## config.mk

```make
export PLATFORM = sky130hd
export DESIGN_NAME = reg_file_mp
export DESIGN_NICKNAME = d
export VERILOG_FILES = /design/src/rtl/reg_file_pkg.sv /design/src/rtl/reg_file_clr_seq.sv /design/src/rtl/reg_file_mp.sv
export SDC_FILE = /design/constraint.sdc
export NUM_CORES = 1
export LEC_CHECK = 0
export CAP_MARGIN = 40
export CORE_ASPECT_RATIO = 1.75
export CORE_UTILIZATION = 25
export DETAILED_ROUTE_END_ITERATION = 12
export PLACE_DENSITY = 0.42
export SKIP_CTS_REPAIR_TIMING = 1
export SLEW_MARGIN = 20
export SYNTH_ARGS = -nofsm -noshare
export SYNTH_HDL_FRONTEND = slang
export SYNTH_SLANG_ARGS = --single-unit
export TNS_END_PERCENT = 10
```

## constraint.sdc

```tcl
create_clock -name clk -period 4.4 [get_ports clk]
set_clock_uncertainty 0.05 [all_clocks]
set_input_delay 0.88 -clock clk [delete_from_list [all_inputs] [get_ports clk]]
set_output_delay 0.88 -clock clk [all_outputs]
set_load 0.05 [all_outputs]
```

## src/rtl/reg_file_pkg.sv

```systemverilog
// reg_file_pkg: shared state encoding and default parameters for the multi-port register file
package reg_file_pkg;
  typedef enum logic {CLEAR, RUN} state_t;
  localparam int ADDR_WIDTH_DEF = 5;
  localparam int DATA_WIDTH_DEF = 32;
  localparam int NR_RD_DEF = 2;
  localparam int BYPASS_DEF = 1;
  localparam int ZERO_REG_DEF = 1;
endpackage

```

## src/rtl/reg_file_clr_seq.sv

```systemverilog
// reg_file_clr_seq: walks every index once after reset to zero the array, then raises ready
module reg_file_clr_seq
  import reg_file_pkg::*;
#(
  parameter int ADDR_WIDTH = ADDR_WIDTH_DEF
) (
  input  logic                  clk,
  input  logic                  rst,
  output logic                  clearing,
  output logic [ADDR_WIDTH-1:0] clr_cnt,
  output logic                  ready
);
  state_t state, state_nx;
  logic [ADDR_WIDTH-1:0] cnt_nx;
  always_ff @(posedge clk) begin
    if (rst) begin
      state   <= CLEAR;
      clr_cnt <= '0;
    end else begin
      state   <= state_nx;
      clr_cnt <= cnt_nx;
    end
  end
  // the counter wraps to 0 on the same edge that leaves CLEAR
  always_comb begin
    state_nx = (state == CLEAR && clr_cnt == '1) ? RUN : state;
    cnt_nx   = (state == CLEAR) ? clr_cnt + 1'b1 : clr_cnt;
    clearing = (state == CLEAR);
    ready    = (state == RUN);
  end
endmodule

```

## src/rtl/reg_file_mp.sv

```systemverilog
// reg_file_mp: register file with one write port, NR_RD combinational read ports,
// optional same-cycle write forwarding and optional hardwired-zero index 0
module reg_file_mp
  import reg_file_pkg::*;
#(
  parameter int ADDR_WIDTH = ADDR_WIDTH_DEF,
  parameter int DATA_WIDTH = DATA_WIDTH_DEF,
  parameter int NR_RD      = NR_RD_DEF,
  parameter int BYPASS     = BYPASS_DEF,
  parameter int ZERO_REG   = ZERO_REG_DEF
) (
  input  logic                        clk,
  input  logic                        rst,
  input  logic                        wen,
  input  logic [ADDR_WIDTH-1:0]       waddr,
  input  logic [DATA_WIDTH-1:0]       wdata,
  input  logic [NR_RD*ADDR_WIDTH-1:0] raddr,
  output logic [NR_RD*DATA_WIDTH-1:0] rdata,
  output logic                        ready
);
  localparam int DEPTH = 2 ** ADDR_WIDTH;
  logic [DATA_WIDTH-1:0] rf [DEPTH];
  logic                  clearing, run_we, we;
  logic [ADDR_WIDTH-1:0] clr_cnt, wa;
  logic [DATA_WIDTH-1:0] wd;
  reg_file_clr_seq #(.ADDR_WIDTH(ADDR_WIDTH)) u_clr_seq (
    .clk      (clk),
    .rst      (rst),
    .clearing (clearing),
    .clr_cnt  (clr_cnt),
    .ready    (ready)
  );
  // a user write that actually lands: enabled and not aimed at a hardwired zero
  always_comb begin
    run_we = wen && !(ZERO_REG != 0 && waddr == '0);
    wa     = clearing ? clr_cnt : waddr;
    wd     = clearing ? '0 : wdata;
    we     = !rst && (clearing || (ready && run_we));
  end
  always_ff @(posedge clk) begin
    if (we) rf[wa] <= wd;
  end
  for (genvar k = 0; k < NR_RD; k++) begin : g_rd
    logic [ADDR_WIDTH-1:0] ra;
    assign ra = raddr[k*ADDR_WIDTH +: ADDR_WIDTH];
    assign rdata[k*DATA_WIDTH +: DATA_WIDTH] =
      (rst || !ready || (ZERO_REG != 0 && ra == '0)) ? '0 :
      (BYPASS != 0 && run_we && ra == waddr)         ? wdata : rf[ra];
  end
endmodule

```

==> flow_summary.yaml <==
global_routing:
  antenna_found_initial: 7
  grt_pass1_wl_um: 258900
  grt_max_degree: 47
  grt_use_total_pct: 18.74
  overflow: 0
  grt_pass1_vias: 32240
clock_network:
  cts_tree: "yes"
  clock_sinks: 1030
  clock_path_buffers: 3
  root_buffer: "clkbuf_16"
  clk_pin_slew_ps: 70
  cts_max_level: 3
  numCtsBuffers: 97
  insertion_delay_ps: 690
route:
  wl_um: 187300
  drt_iter0_markers: 2331
  antenna_left: 0
  wl_per_cell_um: 32.37
  post_drt_via_cell_ratio: 5.144
  dr.pass1.iters: 5
  vias: 29760
  drcViolationCount: 0
logic_synthesis:
  synth_seq_area_share_pct: 62.93
  synth_area_leaders: "edfxtp_1 63%, mux4_2 15%, mux2i_1 8.5%"
  avgSynthCellArea_um2: 17.54
  ys.flop_type: "edfxtp_1"
  yosysTopAreaCellShare_pct: 62.69
  synth-edff-count: 1024
  yosysWarnings: 0
  synthesis.nets: 2849
  synth_top_area_cell: "edfxtp_1"
  syn_area_um2: 49050
  ys_seq_elements: 1030
  synth_cells: 2797
  synth-async-reset-ratio_pct: 0
  ys_types: 46
worst_setup_path:
  cp.arrival_ps: 3430
  crit_chain: "clkdlybuf4s50_1, buf_4, or4_4, o21ai_4, buf_12, o311ai_4, buf_4, a21oi_1, a221o_1, buf_12"
  crit_type: "input port to output pin"
  slowest_stage: "or4_4"
  startpoint_type: "input port"
  cp.required_ps: 3470
  path_max_fanout: 8
  critical_path.max_stage_delay_ps: 520
  cp-end-kind: "output pin"
power_and_ir_drop:
  clock_power_share_pct: 40.7
  combPwrFrac_pct: 8.8
  max-vdd-ir-drop_mv: 0.2900
  sw_frac_of_total_pct: 23.89
  p_per_area_nw_per_um2: 352.6
  p_seq_share_pct: 50.5
  intPower_w: 0.01616
  p_leak_nw: 19.87
  p_switching_w: 0.005074
floorplanning:
  core_area_um2: 194700
  rows: 214
  ios: 115
  die_w_um: 336.8
  start_util_pct: 25.20
  dieHeight_um: 588.0
  die_area_um2: 198100
timing:
  max_freq_ghz: 0.2292
  hold_slack_ps: 473.0
  hold_viol: 0
  slew_violations: 0
  fin_setup_tns_ps: 0
  setup_ws_ps: 37.46
  min_period_over_period_pct: 99.15
  tightestPinTransition_ps: 803.4
  setup_viol: 0
  fin_crit_ps: 4363
  rsz0062_at_grt: "true"
  slew_headroom_pct: 46.31
placement:
  preCtsSetupSlack_ps: -190.1
  hpwl_um: 124500
  gp_congestion: 0.8024
  port_buffers: 114
status:
  status: "completed"
final_layout:
  fin_nets: 3162
  area_delta_synth_final_pct: 22.80
  drive_gt1_share_pct: 29.49
worst_hold_path:
  hold_class: "flop to flop"
flow_run:
  cap_violations: 0
==> Yosys cell counts (all sizes together) (2+ instances only) <==
cell and number:
nor2 43, a21oi 98, a211o 32, a22oi 64
nand2b 2, o22a 32, mux4 320, o31ai 2
buf 125, a221o 32, a221oi 160, mux2i 419
nor3 3, inv 6, a211oi 64, ha 2
and2 32, nor2b 39, and3 2, clkbuf 111
edfxtp 1024, nand3 6, nand2 17, nor4 3
o21ai 35, xnor2 11, o21bai 64, a21boi 32
o311ai 2, dfxtp 6
==> metal layers <==
| metal | global-route usage, % | routed length (um) | vias up | part of all wire [%] |
|---|---|---|---|---|
| met5 | 0 | 35 | - | 0.019 |
| met4 | 5.216 | 4837 | 6 | 2.6 |
| met3 | 2.236 | 6984 | 225 | 3.7 |
| met2 | 35.74 | 103300 | 719 | 55 |
| met1 | 21.59 | 72070 | 16220 | 38 |
| li1 | - | - | 12600 | - |
==> logic make-up after synthesis <==
kind of cell             synth area share, %
adder cells (fa/ha/maj)              0.05101
XOR/XNOR                              0.2143
buffers and inverters                  2.288
AO/OA/AOI/OAI                          9.593
AND/OR/NAND/NOR                        1.658
multiplexers                           23.26
flip-flops                             62.93
==> worst max-delay path, delay by kind of cell <==
family	cells	cell delay [ps]
buffers and inverters	5	1150
AO/OA/AOI/OAI	4	880
AND/OR/NAND/NOR	1	520
==> sequential cells by signal, indices dropped and copies added (netlist names) <==
register and count:
u_clr_seq.clr_cnt 5, rf 1024, u_clr_seq.ready 1
==> cells in the final DEF (no fill, tap or decap), drive strengths merged, types with 39 or more instances in the layout <==
| master | instances |
|---|---|
| buf | 407 |
| nor2b | 39 |
| clkdlybuf4s50 | 41 |
| mux2i | 419 |
| a221oi | 160 |
| a211oi | 64 |
| nor2 | 43 |
| mux4 | 320 |
| a22oi | 64 |
| a21oi | 98 |
| o21bai | 64 |
| clkbuf | 113 |
| clkinv | 46 |
| edfxtp | 1024 |
==> final cells by class <==
| type | instances | area [um^2] |
|---|---|---|
| fillers | 19000 | 134400 |
| flip-flops and latches | 1030 | 30870 |
| multi-input cells | 1525 | 17450 |
| repair buffers | 450 | 5489 |
| well taps | 2592 | 3243 |
| clock buffers | 112 | 2526 |
| clock inverters | 68 | 624.3 |
| inverters | 6 | 22.52 |
| diodes | 3 | 7.507 |
==> power groups by stage <==
stage                     Clock [W]  Combinational [W]  Sequential, W
after global routing        0.00914            0.00197         0.0107
after global placement            0            0.00192         0.0109
after CTS                   0.00886            0.00190         0.0107
final                       0.00864            0.00187         0.0107
after floorplan                   0            0.00103         0.0109
after detailed placement          0            0.00190         0.0109
==> worst paths after layout <==
kind,cells past startpoint,endpoint,from,slack (ps)
max reg2reg,8,rf[12][29]$_DFFE_PP_,u_clr_seq.ready$_SDFFE_PP0P_,1260
min reg2reg,2,u_clr_seq.clr_cnt[0]$_SDFFE_PP0N_,u_clr_seq.clr_cnt[0]$_SDFFE_PP0N_,470
min,2,u_clr_seq.clr_cnt[0]$_SDFFE_PP0N_,u_clr_seq.clr_cnt[0]$_SDFFE_PP0N_,470
max,10,rdata[9],waddr[1],40
==> stage by stage <==
stage | total power, W | utilization, % | std cells | instance area, um^2
after floorplan | 0.01195 | - | 2797 | 49050
after global placement | 0.01285 | 29.01 | 5573 | 56470
after detailed placement | 0.01283 | 29.28 | 5603 | 57000
after CTS | 0.02148 | 30.90 | 5783 | 60150
after global routing | 0.02182 | 30.94 | 5784 | 60230
final | 0.02124 | 30.95 | 5786 | 60240
Power figures use the tool's default switching activity.
